## config.mk

```make
export PLATFORM = sky130hd
export DESIGN_NAME = apb_master_arbiter
export DESIGN_NICKNAME = d
export VERILOG_FILES = /design/src/rtl/apb_pkg.sv /design/src/rtl/rr_arbiter2.sv /design/src/rtl/apb_master_arbiter.sv
export SDC_FILE = /design/constraint.sdc
export NUM_CORES = 1
export LEC_CHECK = 0
export CAP_MARGIN = 20
export CORE_ASPECT_RATIO = 1.1
export CORE_MARGIN = 2
export CORE_UTILIZATION = 41
export DETAILED_ROUTE_END_ITERATION = 6
export GPL_ROUTABILITY_DRIVEN = 1
export PLACE_DENSITY = 0.95
export SYNTH_ARGS = -nofsm -noshare
export SYNTH_HDL_FRONTEND = slang
export SYNTH_SLANG_ARGS = --single-unit
```

## constraint.sdc

```tcl
create_clock -name pclk -period 4.7 [get_ports pclk]
set_input_delay 0.705 -clock pclk [delete_from_list [all_inputs] [get_ports pclk]]
set_output_delay 0.705 -clock pclk [all_outputs]
set_load 0.03 [all_outputs]
```

## src/rtl/apb_pkg.sv

```systemverilog
// apb_pkg: shared definitions for the APB master arbiter.
//   apb_state_e      - transfer FSM state encoding (IDLE/SETUP/ACCESS)
//   DEF_*            - default width / timeout constants used as parameter defaults
//   NUM_REQ          - number of requesters served by the arbiter
//   idx_to_onehot()  - converts a requester index into a one-hot vector
package apb_pkg;

    typedef enum logic [1:0] {
        IDLE   = 2'b00,
        SETUP  = 2'b01,
        ACCESS = 2'b10
    } apb_state_e;

    localparam int DEF_DATA_WIDTH = 32;
    localparam int DEF_ADDR_WIDTH = 32;
    localparam int DEF_TIMEOUT    = 8;
    localparam int NUM_REQ        = 2;

    function automatic logic [1:0] idx_to_onehot(input logic idx);
        return idx ? 2'b10 : 2'b01;
    endfunction

endpackage

```

## src/rtl/rr_arbiter2.sv

```systemverilog
// rr_arbiter2: two-way round-robin grant, purely combinational.
//   req  - request vector (bit per requester)
//   last - index of the requester granted most recently
//   gnt  - one-hot grant (all zero when nothing is requested)
// A lone request always wins; on contention the requester that was not
// granted last wins.
module rr_arbiter2
    import apb_pkg::*;
(
    input  logic [1:0] req,
    input  logic       last,
    output logic [1:0] gnt
);

    always_comb begin
        gnt = 2'b00;
        case (req)
            2'b01:   gnt = 2'b01;
            2'b10:   gnt = 2'b10;
            2'b11:   gnt = idx_to_onehot(~last);
            default: gnt = 2'b00;
        endcase
    end

endmodule

```

## src/rtl/apb_master_arbiter.sv

```systemverilog
// apb_master_arbiter: shares one APB master port between two requesters.
//   pclk, presetn               - clock, asynchronous active-low reset
//   req_valid/write/addr/wdata  - per-requester transfer requests (requester 0 in low bits)
//   req_accept                  - one-cycle one-hot pulse during SETUP of the granted request
//   rsp_valid/rsp_rdata/rsp_err - one-cycle completion pulse with read data and error flag
//   psel/penable/pwrite/paddr/pwdata, pready/prdata/pslverr - APB master side
// A transfer is IDLE -> SETUP -> ACCESS (one or more cycles) -> IDLE. An
// ACCESS phase that sees pready low for TIMEOUT cycles is aborted and
// reported as an error. Every output is a register.
module apb_master_arbiter
    import apb_pkg::*;
#(
    parameter int DATA_WIDTH = DEF_DATA_WIDTH,
    parameter int ADDR_WIDTH = DEF_ADDR_WIDTH,
    parameter int TIMEOUT    = DEF_TIMEOUT
)(
    input  logic                    pclk,
    input  logic                    presetn,
    input  logic [1:0]              req_valid,
    input  logic [1:0]              req_write,
    input  logic [2*ADDR_WIDTH-1:0] req_addr,
    input  logic [2*DATA_WIDTH-1:0] req_wdata,
    output logic [1:0]              req_accept,
    output logic [1:0]              rsp_valid,
    output logic [DATA_WIDTH-1:0]   rsp_rdata,
    output logic                    rsp_err,
    output logic                    psel,
    output logic                    penable,
    output logic                    pwrite,
    output logic [ADDR_WIDTH-1:0]   paddr,
    output logic [DATA_WIDTH-1:0]   pwdata,
    input  logic                    pready,
    input  logic [DATA_WIDTH-1:0]   prdata,
    input  logic                    pslverr
);

    // Counter value reached on the last allowed wait cycle; the next
    // pready-low ACCESS cycle at this value is the TIMEOUT-th one.
    localparam logic [7:0] WAIT_LAST = 8'(TIMEOUT - 1);

    apb_state_e            state_reg;
    logic                  grant_reg;
    logic                  last_reg;
    logic [7:0]            wait_cnt_reg;
    logic [1:0]            gnt;
    logic                  gnt_idx;
    logic [ADDR_WIDTH-1:0] addr_arr  [NUM_REQ];
    logic [DATA_WIDTH-1:0] wdata_arr [NUM_REQ];

    // Unpack the flat request buses so the granted fields can be picked by index.
    generate
        for (genvar gi = 0; gi < NUM_REQ; gi++) begin : g_unpack
            assign addr_arr[gi]  = req_addr[gi*ADDR_WIDTH +: ADDR_WIDTH];
            assign wdata_arr[gi] = req_wdata[gi*DATA_WIDTH +: DATA_WIDTH];
        end
    endgenerate

    rr_arbiter2 u_arb (
        .req  (req_valid),
        .last (last_reg),
        .gnt  (gnt)
    );

    assign gnt_idx = gnt[1];

    always_ff @(posedge pclk or negedge presetn) begin
        if (!presetn) begin
            state_reg    <= IDLE;
            grant_reg    <= 1'b0;
            last_reg     <= 1'b1;   // requester 0 wins the first contention
            wait_cnt_reg <= '0;
            psel         <= 1'b0;
            penable      <= 1'b0;
            pwrite       <= 1'b0;
            paddr        <= '0;
            pwdata       <= '0;
            req_accept   <= '0;
            rsp_valid    <= '0;
            rsp_rdata    <= '0;
            rsp_err      <= 1'b0;
        end else begin
            req_accept <= '0;
            rsp_valid  <= '0;
            case (state_reg)
                IDLE: begin
                    // Requests are only looked at here, so changes while a
                    // transfer is in flight are simply held until we return.
                    if (|req_valid) begin
                        state_reg    <= SETUP;
                        grant_reg    <= gnt_idx;
                        last_reg     <= gnt_idx;
                        wait_cnt_reg <= '0;
                        req_accept   <= gnt;
                        psel         <= 1'b1;
                        penable      <= 1'b0;
                        pwrite       <= req_write[gnt_idx];
                        paddr        <= addr_arr[gnt_idx];
                        pwdata       <= wdata_arr[gnt_idx];
                    end
                end
                SETUP: begin
                    state_reg <= ACCESS;
                    penable   <= 1'b1;
                end
                ACCESS: begin
                    if (pready) begin
                        state_reg <= IDLE;
                        psel      <= 1'b0;
                        penable   <= 1'b0;
                        rsp_valid <= idx_to_onehot(grant_reg);
                        rsp_err   <= pslverr;
                        rsp_rdata <= pwrite ? '0 : prdata;
                    end else if (wait_cnt_reg == WAIT_LAST) begin
                        // Completer never answered: abort with an error.
                        state_reg <= IDLE;
                        psel      <= 1'b0;
                        penable   <= 1'b0;
                        rsp_valid <= idx_to_onehot(grant_reg);
                        rsp_err   <= 1'b1;
                        rsp_rdata <= '0;
                    end else begin
                        wait_cnt_reg <= wait_cnt_reg + 8'd1;
                    end
                end
                default: begin
                    state_reg <= IDLE;
                    psel      <= 1'b0;
                    penable   <= 1'b0;
                end
            endcase
        end
    end

endmodule

```

# Word level (Yosys, flattened, before mapping)
# Index checks and enable logic that the tools add are counted.
# word_totals
regBits,116
latchBits,0
ram_bits,0
rom_bits,0
input_bits,168
out_inout_bits,104
word_cells,72
mem_count,0
# op_classes
add_sub_neg,1
n_mul,0
div_mod_pow,0
n_lt_le_gt_ge,2
eq_ne,10
shift,0
n_mux,35
n_bitwise,2
reduce_logical,9
# ops
cell,n
32-bit 2-to-1 mux,9
8-bit 2-to-1 mux,3
2-bit 2-to-1 mux,10
8-bit one-hot mux with 2 select lines,1
2-bit one-hot mux with 3 select lines,2
8-bit by 1-bit adder with 8-bit output (second input constant),1
8-bit by 3-bit == test with 1-bit output (second input constant),1
1-bit 2-to-1 mux,8
2-bit == test (second input constant),3
2-bit inequality test (second input constant),3
1-bit one-hot mux with 3 select lines,2
2-bit AND reduction,3
2-bit by 1-bit == test with 1-bit output (second input constant),2
4-bit AND reduction,1
2-bit nonzero test,2
3-bit inequality test (second input constant),1
3-bit AND reduction,1
2-bit >= comparator (second input constant),1
2-bit logical NOT,1
1-bit by 2-bit < comparator with 1-bit output (second input constant),1
1-bit NOT with 2-bit output,1
2-bit OR reduction,1
1-bit NOT,1

# Longest topological paths before layout
# Gate-level depths: netlist (run 1).
# depth
ltp_word,6
depth_mapped,7
depth_no_buf,5

# Modules after synthesis
# Synthesis (run 1) repeated with hierarchy kept, for this count alone.
# hier_totals
hier_cells,443
area_unflattened_um2,4954.8
# by_module_without_submodules
module,n_inst,cells_per_inst,area_each_um2,seq_area_each_um2
apb_master_arbiter,1,440,4936.0,2904.0
rr_arbiter2,1,3,18.8,0.0

# Worst setup path after synthesis (run 1)
# OpenSTA, ideal clock, no wires.
# synth_path
kind,input -> register
startpoint,input req_valid[0]
endpoint,register wait_cnt_reg[6]
setup_ns,0.082
t_arrival_ns,1.572
required_time_ns,4.618
slack_ns,3.046
path_stages,4
n_path_buf,0
cell_sequence,or2_2 > a21oi_1 > nor2_1 > a31oi_1
# synth_via
elab_chain_len,3
# synth_lines
item,line_no,rtl
from (decl),apb_master_arbiter.sv:19,"input logic [1:0] req_valid,"
2-bit OR reduction,apb_master_arbiter.sv:88,if (|req_valid) begin
2-bit inequality test (no line),-,
4-bit AND reduction (no line),-,
to (signal assigned),apb_master_arbiter.sv:122,wait_cnt_reg <= wait_cnt_reg + 8'd1;
to (decl),apb_master_arbiter.sv:44,logic [7:0] wait_cnt_reg;
# No other way between the ends.
# A chain may end at the register's enable or synchronous reset.

# Worst setup path after layout (run 1)
# layout_path
startpoint,input req_valid[1]
endpoint,register pwdata[29]
# layout_via
elab_chain_len,6
word_cells_on_any_way,10
cone_classes,eq/ne (3); mux (4); bitwise (1); reduce/logical (2)
# layout_lines
item,line_no,rtl
2-bit == test or 2-bit by 1-bit == test with 1-bit output (tied branches),rr_arbiter2.sv:17,case (req)
2-bit one-hot mux with 3 select lines,rr_arbiter2.sv:17,
1-bit NOT with 2-bit output (implied by the code),apb_master_arbiter.sv:98,pwdata <= wdata_arr[gnt_idx];
32-bit 2-to-1 mux (implied by the code) (3 in series),apb_master_arbiter.sv:98,
to (signal assigned),apb_master_arbiter.sv:98,
to (decl),apb_master_arbiter.sv:31,"output logic [DATA_WIDTH-1:0] pwdata,"
# Parallel ways exist; a longest one is shown, timed or not. The select of a mux whose other input is x is not followed.

==> summary.txt, run 1 <==
Status
  • Outcome: finished clean

Place
  • RD Place Congestion: 0.867
  • Half-perimeter wire length of the detailed placement result: 11200 um
  • Buffers added on ports: 271
  • Pre-CTS setup slack: 1650 ps
  • Area post-placement: 7480 sq um

Setup path
  • Setup crit end kind: flip-flop
  • Max incr delay on CP: 750 ps
  • Biggest fanout along the worst timing path: 46
  • CP max stage cell: sky130_fd_sc_hd__nand3_2
  • Worst Path Arrival: 2920 ps
  • Register-to-Register Setup Slack: 2220 ps
  • Element type at the critical path start: input port
  • Series of cell instances along the critical path: clkdlybuf4s50_1, nand2b_1, nand3_2, buf_4, o22ai_1, nor2_1
  • Worst setup path endpoint: pwdata[29]$_DFFE_PN0P_
  • Critical register-to-register path endpoint: pwdata[29]$_DFFE_PN0P_
  • Crit path from: req_valid[1]
  • Classification of the worst setup path: input port to flip-flop
  • Required @ worst endpoint: 5000 ps
  • Worst r2r src: state_reg[1]$_DFFE_PN0P_
  • Worst Reg2Reg Path Length in Cells: 5

Die
  • Number of top-level pins: 272
  • Starting density of the core: 0.414
  • Core area: 11300 sq um
  • Cell row count: 41
  • Die height: 116 um
  • Width of the die: 106 um
  • Die ar.: 12300 sq um

Routing
  • Iter 0 DRT Violations: 266
  • Number of vias per cell after detailed routing: 5.29
  • Routed len/inst: 18.0 um
  • Via count: 4642
  • Routed WL: 15800 um
  • Detailed Routing Iterations Pass 1: 4
  • Remaining antenna violation count after routing: 0
  • Remaining routing DRC violations: 0

Global route
  • Overall overflow remaining after global route: 0
  • Maximum number of pins on one net before global-route repair: 77
  • Wire length of the first global-routing pass: 24600 um
  • Global-route usage over all layers: 0.259
  • Initial antenna violation count: 0
  • Vias in the first global route: 4849

Logic synthesis
  • Post-synthesis adder-cell area fraction: 0.00266
  • Post-synthesis area per instance: 10.5 sq um
  • Number of nets in the synthesized netlist: 616
  • Post-synthesis share of cell area spent on and, or, nand and nor gates: 0.156
  • Main combinational cell family by area after synthesis: compound AO/OA/AOI/OAI gates
  • Share of synthesized area occupied by flip-flops and latches: 0.618
  • Number of warnings reported in the yosys synthesis log: 0
  • Count of mapped cells out of synthesis: 447
  • Proportion of synthesized area in mux cells: 0
  • Syn Std Cell Area: 4700 sq um
  • Post-synthesis xor/xnor area fraction: 0
  • Post-synthesis compound-gate area fraction: 0.182
  • Total of flip-flops plus latches after synthesis: 116
  • Distinct cell type count after synthesis: 36

CTS
  • TritonCTS clock tree: yes
  • Post-cts sizing count: 0
  • Number of H-tree levels: 4
  • Clock Root Buffer: sky130_fd_sc_hd__clkbuf_16
  • Maximum number of buffers from clock root to sink: 2
  • Total clock sinks: 116
  • Clock latency of the later-clocked register in the worst-skew pair: 420 ps
  • # hold bufs at CTS: 0
  • Clock slew at reported path FFs: 60 ps
  • Number of buffers inserted during clock tree synthesis: 17
  • Buffers inserted by post-CTS timing repair: 0

STA
  • Total count of max-transition violations in the final report: 0
  • Shortest period the worst path allows: 2630 ps
  • Total negative setup slack: 0 ps
  • Highest clock rate: 381 MHz
  • Worst Max-Slew Pin Slew: 983 ps
  • Final clock skew: 17.2 ps
  • RSZ-0062 raised after global routing: false
  • Final setup viols: 0
  • Worst slew margin relative to its limit: 0.344
  • Final Hold Violating Endpoints: 0
  • Worst hold slack: 446 ps
  • PnR worst setup slack: 2070 ps
  • Share of the clock period used by the worst path: 0.559

Pwr
  • Proportion of total power due to net switching: 0.401
  • Reported leakage power: 3.43 nW
  • Total Power Consumption: 6.07 mW
  • Max IR drop VDD: 0.375 mV
  • Share of total power in combinational logic: 0.472
  • Proportion of power drawn by flip-flops and latches: 0.289
  • Int Power: 3.64 mW
  • Clock share of power: 0.239
  • Cell area power density: 743 nW/um^2
  • Power dissipated by switching net loads: 2.44 mW

Layout
  • Biggest regs: paddr: 32 flops, pwdata: 32 flops, rsp_rdata: 32 flops
  • Final net count: 883
  • # fillers: 759
  • Final design instance area without fill: 8170 sq um
  • Fraction of final layout cells sized beyond drive strength 1: 0.0715
  • Multi-input gate area in the final layout: 1610 sq um
  • Register area: 2900 sq um
  • P&R area growth vs syn: 74.0%

Flow run
  • Count of maximum capacitance violations: 0

Hold path
  • Worst min-delay path category: input port to asynchronous set/reset pin
==> cell usage after synthesis <==
library cell | n | area, sq um
sky130_fd_sc_hd__nor2_1 | 137 | 514
sky130_fd_sc_hd__dfrtp_1 | 115 | 2880
sky130_fd_sc_hd__o22ai_1 | 65 | 407
sky130_fd_sc_hd__a22o_1 | 32 | 280
sky130_fd_sc_hd__buf_2 | 15 | 75.1
sky130_fd_sc_hd__clkbuf_1 | 9 | 33.8
sky130_fd_sc_hd__nand2_1 | 9 | 33.8
sky130_fd_sc_hd__inv_1 | 8 | 30.0
sky130_fd_sc_hd__a21oi_1 | 7 | 35.0
sky130_fd_sc_hd__nand3_1 | 5 | 25.0
sky130_fd_sc_hd__o21ai_0 | 5 | 25.0
sky130_fd_sc_hd__buf_6 | 4 | 45.0
sky130_fd_sc_hd__nand2b_1 | 4 | 25.0
sky130_fd_sc_hd__o21ai_1 | 4 | 20.0
sky130_fd_sc_hd__o31ai_1 | 4 | 30.0
sky130_fd_sc_hd__a31oi_1 | 2 | 12.5
sky130_fd_sc_hd__and3_1 | 2 | 12.5
sky130_fd_sc_hd__nor2_2 | 2 | 12.5
sky130_fd_sc_hd__a41oi_1 | 1 | 8.76
sky130_fd_sc_hd__and4_1 | 1 | 8.76
sky130_fd_sc_hd__buf_4 | 1 | 7.51
sky130_fd_sc_hd__dfstp_2 | 1 | 26.3
sky130_fd_sc_hd__ha_1 | 1 | 12.5
sky130_fd_sc_hd__nand3b_1 | 1 | 7.51
sky130_fd_sc_hd__nand4bb_1 | 1 | 11.3
sky130_fd_sc_hd__nor2_4 | 1 | 11.3
sky130_fd_sc_hd__nor2b_2 | 1 | 8.76
sky130_fd_sc_hd__nor3_2 | 1 | 10.0
sky130_fd_sc_hd__nor3_4 | 1 | 16.3
sky130_fd_sc_hd__nor3b_2 | 1 | 12.5
sky130_fd_sc_hd__o211ai_2 | 1 | 12.5
sky130_fd_sc_hd__o21a_1 | 1 | 7.51
sky130_fd_sc_hd__o21ai_4 | 1 | 16.3
sky130_fd_sc_hd__or2_2 | 1 | 6.26
sky130_fd_sc_hd__or3_1 | 1 | 6.26
sky130_fd_sc_hd__or3_4 | 1 | 11.3
==> cells by family after synthesis <==
group                      after synthesis
buffers and inverters                   37
DFF                                    116
AOI/OAI and AO/OA                      123
adders and majority gates                1
and+or+nand+nor                        170
==> metrics by stage <==
| stage | utilization | cells |
|---|---|---|
| finish | 0.721 | 878 |
| CTS | 0.719 | 876 |
| detailed placement | 0.660 | 844 |
| floorplan | - | 447 |
| global placement | 0.660 | 844 |
| global route | 0.720 | 877 |
==> cell usage in the layout, fill, tap and decap left out, types with 3 or more instances in the layout <==
master	count
sky130_fd_sc_hd__o21ai_1	4
sky130_fd_sc_hd__bufinv_16	5
sky130_fd_sc_hd__o21ai_0	5
sky130_fd_sc_hd__o31ai_1	4
sky130_fd_sc_hd__inv_1	8
sky130_fd_sc_hd__nand3_1	4
sky130_fd_sc_hd__dfrtp_1	115
sky130_fd_sc_hd__clkbuf_8	3
sky130_fd_sc_hd__a22o_1	32
sky130_fd_sc_hd__clkinv_4	3
sky130_fd_sc_hd__clkdlybuf4s50_1	270
sky130_fd_sc_hd__nor2_1	137
sky130_fd_sc_hd__buf_4	6
sky130_fd_sc_hd__nand2b_1	4
sky130_fd_sc_hd__a21oi_1	7
sky130_fd_sc_hd__o22ai_1	65
sky130_fd_sc_hd__clkbuf_16	17
sky130_fd_sc_hd__nand2_1	9
==> final cells by class <==
type                    instances  share of cell area
multi-input cells             294               0.198
repair buffers                277               0.338
clock buffers                  20              0.0571
well taps                     150              0.0230
flip-flops and latches        116               0.355
clock inverters                12              0.0247
inverters                       8             0.00368
diodes                          1            0.000306
==> power groups by stage <==
stage,combinational (mW),sequential [mW],clock [mW]
2_1_floorplan,0.797,2.54,0
3_3_place_gp,2.79,1.72,0
6_report,2.87,1.75,1.45
4_1_cts,2.87,1.75,1.46
3_5_place_dp,2.85,1.75,0
5_1_grt,3.05,1.80,1.51
==> layer usage <==
| metal | vias to the layer above | track usage | share of wire |
|---|---|---|---|
| met2 | 270 | 0.446 | 0.51 |
| met5 | - | 0 | 0 |
| li1 | 2111 | - | - |
| met3 | 38 | 0.0898 | 0.082 |
| met4 | 0 | 0.119 | 0.030 |
| met1 | 2223 | 0.293 | 0.38 |
==> worst max-delay path: cells and delay by family <==
family / cells / cell delay, ps
buffers and inverters: 2 / 1030
AO/OA/AOI/OAI: 1 / 230
AND/OR/NAND/NOR: 3 / 950
==> how the worst min path moves through the flow <==
stage,cells past startpoint,startpoint,slack [ps],end
after floorplan,1,grant_reg$_DFFE_PN0P_,400,rsp_valid[0]$_DFF_PN0_
after global placement,1,grant_reg$_DFFE_PN0P_,410,rsp_valid[0]$_DFF_PN0_
after detailed placement,1,grant_reg$_DFFE_PN0P_,430,rsp_valid[0]$_DFF_PN0_
after CTS,1,grant_reg$_DFFE_PN0P_,460,rsp_valid[0]$_DFF_PN0_
after global routing,1,grant_reg$_DFFE_PN0P_,480,rsp_valid[0]$_DFF_PN0_
final,1,presetn,450,rsp_rdata[31]$_DFFE_PN0P_
Note: power is estimated with default switching activity, not from simulation.
==> run 2: changes to the inputs <==
Settings changed: CORE_UTILIZATION 41 to 38, PLACE_DENSITY 0.95 to 0.92.
Clock period 4.7 ns to 2.73 ns, I/O delays scaled along.
==> run 2 against run 1 <==
Non-clock buffer count is 3 higher. Die area is 7.6% higher. Sequential power is 73% higher. Clock skew is 7.3 ps lower. Design area is 1.2% higher. Register-to-register slack worse by 1600 ps. Sequential cell count stayed put. Sequential share of layout area is 0.43 points lower. Routed wire length is 3.0% lower. Core utilization is 3.3 points lower. Global-route usage is 2.5 points lower. Critical path depth is 1 lower. Critical path type is now flip-flop to flip-flop. Highest routed layer unchanged.
==> summary.txt, run 2 (synthesis gave the netlist of run 1 again) <==
Status
  • Outcome: finished clean

Die
  • Core area: 12000 sq um
  • Number of top-level pins: 272
  • Die height: 121 um
  • Starting density of the core: 0.390
  • Die ar.: 13300 sq um
  • Cell row count: 42
  • Width of the die: 110 um

Layout
  • Register area: 2900 sq um
  • Final design instance area without fill: 8270 sq um
  • Biggest regs: paddr: 32 flops, pwdata: 32 flops, rsp_rdata: 32 flops
  • # fillers: 853
  • Final net count: 886
  • Multi-input gate area in the final layout: 1610 sq um
  • Most common cell after layout, fill and taps aside: sky130_fd_sc_hd__clkdlybuf4s50_1
  • P&R area growth vs syn: 76.1%
  • Fraction of final layout cells sized beyond drive strength 1: 0.0712
  • Most frequent cells in the layout: sky130_fd_sc_hd__clkdlybuf4s50_1 (270), sky130_fd_sc_hd__nor2_1 (137), sky130_fd_sc_hd__dfrtp_1 (115), sky130_fd_sc_hd__o22ai_1 (65), sky130_fd_sc_hd__a22o_1 (32)
  • Diodes inserted: 0

Pwr
  • Cell area power density: 1280 nW/um^2
  • Reported leakage power: 3.47 nW
  • Max IR drop VDD: 0.690 mV
  • Total Power Consumption: 10.6 mW

CTS
  • Clock slew at reported path FFs: 50 ps
  • Clock latency of the later-clocked register in the worst-skew pair: 410 ps
  • Clock Root Buffer: sky130_fd_sc_hd__clkbuf_16
  • Post-cts sizing count: 0
  • Number of H-tree levels: 4
  • Number of buffers inserted during clock tree synthesis: 17
  • Total clock sinks: 116
  • TritonCTS clock tree: yes
  • Maximum number of buffers from clock root to sink: 2

Routing
  • Detailed Routing Iterations Pass 1: 4
  • Remaining routing DRC violations: 0
  • Routed len/inst: 17.3 um
  • DR WL met2: 7950 um
  • Via count: 4585
  • Routed WL: 15300 um
  • Number of vias per cell after detailed routing: 5.19
  • Remaining antenna violation count after routing: 0
  • Uppermost signal routing layer after detailed routing: met4
  • Met3 WL post-DR: 1360 um
  • Met1 routed wirelength after detailed routing: 5720 um
  • Iter 0 DRT Violations: 218

STA
  • Final Hold Violating Endpoints: 0
  • Share of the clock period used by the worst path: 0.768
  • Final clock skew: 9.88 ps
  • Shortest period the worst path allows: 2100 ps
  • Total count of max-transition violations in the final report: 0
  • Final setup viols: 0
  • RSZ-0062 raised after global routing: false
  • Total negative setup slack: 0 ps
  • Worst hold slack: 419 ps
  • Worst slew margin relative to its limit: 0.432
  • Worst Max-Slew Pin Slew: 849 ps
  • Highest clock rate: 477 MHz

Hold path
  • Hold Path Stages: 1
  • Launch point of the worst hold path: grant_reg$_DFFE_PN0P_
  • Worst min-delay path category: flip-flop to flip-flop
  • Worst Hold Path EP: rsp_valid[0]$_DFF_PN0_

Setup path
  • Worst Path Arrival: 2380 ps
  • Max incr delay on CP: 510 ps
  • Critical register-to-register path endpoint: pwdata[14]$_DFFE_PN0P_
  • Register-to-Register Setup Slack: 630 ps
  • Worst r2r src: state_reg[1]$_DFFE_PN0P_
  • Required @ worst endpoint: 3010 ps
  • Count of buffer and inverter cells on the critical path: 1
  • Series of cell instances along the critical path: nor2_2, nand3_2, buf_12, o22ai_1, nor2_1
  • Setup crit end kind: flip-flop
  • Element type at the critical path start: flip-flop
  • CP Depth: 5
  • Worst Reg2Reg Path Length in Cells: 5
  • Kind of cell with the highest combined delay on the critical path: simple AND/OR/NAND/NOR gates
  • Classification of the worst setup path: flip-flop to flip-flop
  • CP max stage cell: sky130_fd_sc_hd__nand3_2
  • Biggest fanout along the worst timing path: 40

Global route
  • Wire length of the first global-routing pass: 23700 um
  • Vias in the first global route: 4838
  • Global-route usage over all layers: 0.234
  • Maximum number of pins on one net before global-route repair: 69
  • Initial antenna violation count: 0
  • Overall overflow remaining after global route: 0

Flow run
  • Count of maximum capacitance violations: 0

Place
  • Buffers added on ports: 271
  • Area post-placement: 7560 sq um
  • RD Place Congestion: 0.862
  • Half-perimeter wire length of the detailed placement result: 11100 um
-- run 2: what timing repair did --
item | 4_1_cts | 5_1_grt
hold buffers | 1 | 0
endpoints found under the hold margin | 17 | 0
buffers inserted | 0 | 0
-- run 2: layout make-up --
class,count,area share
clock buffers,20,0.0540
repair buffers,280,0.342
multi-input cells,294,0.195
inverters,8,0.00363
well taps,154,0.0233
clock inverters,12,0.0304
flip-flops and latches,116,0.351
-- run 2: stage by stage --
step	util	std cells	worst slack (ps)
2_1_floorplan	-	447	1220
3_5_place_dp	0.628	851	430
3_3_place_gp	0.628	851	515
5_1_grt	0.687	884	519
4_1_cts	0.687	884	653
6_report	0.687	884	634
-- run 2: layer usage --
metal / vias to the layer above / global-route usage
li1: 2122 / -
met1: 2213 / 0.256
met2: 227 / 0.416
met3: 23 / 0.0776
met4: 0 / 0.0839
met5: - / 0
-- run 2: worst max-delay path by stage --
stage               slack [ps]                        to                         from
finish                     630    pwdata[14]$_DFFE_PN0P_     state_reg[1]$_DFFE_PN0P_
global route               520    pwdata[10]$_DFFE_PN0P_     state_reg[1]$_DFFE_PN0P_
CTS                        650       rsp_err$_DFFE_PN0P_  wait_cnt_reg[0]$_DFFE_PN0P_
detailed placement         430    pwdata[14]$_DFFE_PN0P_                 req_valid[1]
global placement           510     paddr[14]$_DFFE_PN0P_                 req_valid[1]
floorplan                 1220  rsp_rdata[0]$_DFFE_PN0P_  wait_cnt_reg[0]$_DFFE_PN0P_
-- run 2: report_power, final --
group,switching (mW),total (mW),internal [mW]
Combinational,2.87,4.97,2.10
Clock,0.766,2.60,1.83
Sequential,0.509,3.02,2.51
==> run 3: changes to the inputs <==
Settings changed: CORE_UTILIZATION 38 to 34, PLACE_DENSITY 0.92 to 0.88.
Clock period 2.73 ns to 1.7 ns, I/O delays scaled along.
==> run 3 against run 2 <==
Register-to-register slack worse by 530 ps. Combinational power increased by 50%. Global-route usage decreased by 2.3 points. First-iteration DRC count grew 7.8%. Die area up 11%. Design area grew 0.92%. Critical endpoint is now rsp_valid[0].
==> summary.txt, run 3 (synthesis gave the netlist of run 1 again) <==
Die
  • Core area: 13600 sq um
  • Die height: 127 um
  • Number of top-level pins: 272
  • Starting density of the core: 0.345
  • Die ar.: 14800 sq um
  • Cell row count: 45
  • Width of the die: 116 um

Global route
  • Vias in the first global route: 4758
  • Overall overflow remaining after global route: 0
  • Wire length of the first global-routing pass: 24000 um
  • Initial antenna violation count: 1
  • Maximum number of pins on one net before global-route repair: 53
  • Global-route usage over all layers: 0.212

Routing
  • Routed WL: 15500 um
  • Number of vias per cell after detailed routing: 5.03
  • Detailed Routing Iterations Pass 1: 5
  • Remaining routing DRC violations: 0
  • Remaining antenna violation count after routing: 0
  • Routed len/inst: 16.6 um
  • Iter 0 DRT Violations: 235
  • Via count: 4680

Setup path
  • Critical register-to-register path endpoint: rsp_rdata[21]$_DFFE_PN0P_
  • Worst Path Arrival: 1410 ps
  • Count of buffer and inverter cells on the critical path: 1
  • Setup crit end kind: primary output
  • Classification of the worst setup path: flip-flop to primary output
  • Worst Reg2Reg Path Length in Cells: 5
  • Worst r2r src: wait_cnt_reg[6]$_DFFE_PN0P_
  • Biggest fanout along the worst timing path: 1
  • Register-to-Register Setup Slack: 100 ps
  • Max incr delay on CP: 670 ps
  • Kind of cell with the highest combined delay on the critical path: buffers and inverters
  • Required @ worst endpoint: 1440 ps
  • Element type at the critical path start: flip-flop
  • CP max stage cell: sky130_fd_sc_hd__clkdlybuf4s50_1
  • Series of cell instances along the critical path: clkdlybuf4s50_1

Pwr
  • Clock share of power: 0.235
  • Max IR drop VDD: 0.806 mV
  • Proportion of total power due to net switching: 0.417
  • Proportion of power drawn by flip-flops and latches: 0.298
  • Reported leakage power: 3.85 nW
  • Power dissipated by switching net loads: 6.66 mW
  • Total Power Consumption: 16.0 mW
  • Int Power: 9.32 mW
  • Share of total power in combinational logic: 0.467
  • Cell area power density: 1920 nW/um^2

STA
  • Worst Max-Slew Pin Slew: 362 ps
  • Final clock skew: 7.12 ps
  • Worst slew margin relative to its limit: 0.758
  • PnR worst setup slack: 37.3 ps
  • Total count of max-transition violations in the final report: 0
  • Highest clock rate: 601 MHz
  • Share of the clock period used by the worst path: 0.978
  • RSZ-0062 raised after global routing: false
  • Final setup viols: 0
  • Worst hold slack: 270 ps
  • Shortest period the worst path allows: 1660 ps
  • Final Hold Violating Endpoints: 0

Layout
  • Number of cells in the finished layout apart from fillers: 930
  • Most frequent cells in the layout: sky130_fd_sc_hd__clkdlybuf4s50_1 (168), sky130_fd_sc_hd__nor2_1 (137), sky130_fd_sc_hd__dfrtp_1 (115), sky130_fd_sc_hd__dlygate4sd2_1 (86), sky130_fd_sc_hd__o22ai_1 (65)
  • Diodes inserted: 0
  • Register area: 2900 sq um
  • Biggest regs: paddr: 32 flops, pwdata: 32 flops, rsp_rdata: 32 flops
  • Most common cell after layout, fill and taps aside: sky130_fd_sc_hd__clkdlybuf4s50_1
  • Fraction of final layout cells sized beyond drive strength 1: 0.0889
  • Multi-input gate area in the final layout: 1640 sq um
  • Final net count: 898
  • # fillers: 1101
  • P&R area growth vs syn: 77.7%

CTS
  • Maximum number of buffers from clock root to sink: 2
  • TritonCTS clock tree: yes
  • Clock slew at reported path FFs: 50 ps
  • Clock latency of the later-clocked register in the worst-skew pair: 410 ps
  • Clock Root Buffer: sky130_fd_sc_hd__clkbuf_16
  • Total clock sinks: 116
  • Number of H-tree levels: 4
  • Number of buffers inserted during clock tree synthesis: 17
  • Buffers inserted by post-CTS timing repair: 0

Status
  • Outcome: finished clean

Place
  • Number of cells in the design after placement: 897
  • RD Place Congestion: 0.820
  • Half-perimeter wire length of the detailed placement result: 11000 um
  • Buffers added on ports: 271
  • Pre-CTS setup slack: -103 ps

Flow run
  • Count of maximum capacitance violations: 0

Hold path
  • Worst min-delay path category: input port to asynchronous set/reset pin
-- run 3: cell count changes in the layout (fill, tap and decap cells not counted), sizes merged --
cell           previous run  this run
bufinv                    7         4
dlygate4sd2               0        86
clkinv                    3         6
dlymetal6s2s              0        16
buf                       9        21
clkbuf                   20        19
inv                       8         9
clkdlybuf4s50           270       168
-- run 3: what timing repair did --
item / CTS / global route
pin swaps: 0 / 1
hold endpoints to repair: 17 / 0
endpoints found under the setup margin: 89 / 53
hold buffers: 1 / 0
gates resized for setup: 87 / 17
cloned: 0 / 0
-- run 3: how the worst max path moves through the flow --
| stage | cells after the start | from | to |
|---|---|---|---|
| 5_1_grt | 1 | rsp_valid[0]$_DFF_PN0_ | rsp_valid[0] |
| 4_1_cts | 1 | rsp_rdata[24]$_DFFE_PN0P_ | rsp_rdata[24] |
| 3_5_place_dp | 5 | pready | wait_cnt_reg[6]$_DFFE_PN0P_ |
| 3_3_place_gp | 5 | pready | wait_cnt_reg[6]$_DFFE_PN0P_ |
| 6_report | 1 | rsp_valid[0]$_DFF_PN0_ | rsp_valid[0] |
| 2_1_floorplan | 6 | wait_cnt_reg[0]$_DFFE_PN0P_ | rsp_rdata[0]$_DFFE_PN0P_ |
-- run 3: power groups by stage --
| stage | clock [mW] | combinational (mW) | sequential [mW] |
|---|---|---|---|
| detailed placement | 0 | 8.19 | 4.83 |
| finish | 3.75 | 7.46 | 4.77 |
| CTS | 3.81 | 7.53 | 4.78 |
| global route | 3.96 | 7.96 | 4.91 |
| global placement | 0 | 8.05 | 4.76 |
| floorplan | 0 | 2.20 | 7.03 |
-- run 3: cell type report --
type,instances,share of cell area
clock inverters,13,0.0217
inverters,8,0.00360
flip-flops and latches,116,0.348
multi-input cells,294,0.196
well taps,188,0.0282
clock buffers,19,0.0531
repair buffers,292,0.349
-- run 3: through the flow --
| stage | setup TNS (ps) | instance area (sq um) | utilization |
|---|---|---|---|
| 5_1_grt | 0 | 8350 | 0.612 |
| 2_1_floorplan | 0 | 4700 | - |
| 3_5_place_dp | -238 | 7760 | 0.569 |
| 4_1_cts | 0 | 8290 | 0.608 |
| 6_report | 0 | 8350 | 0.612 |
| 3_3_place_gp | 0 | 7760 | 0.569 |
-- run 3: per-layer routing --
layer	up-vias	share of wire	GRT usage
met4	2	0.028	0.0854
li1	2154	-	-
met2	230	0.51	0.373
met1	2256	0.37	0.230
met3	38	0.086	0.0745
met5	-	0.00084	0
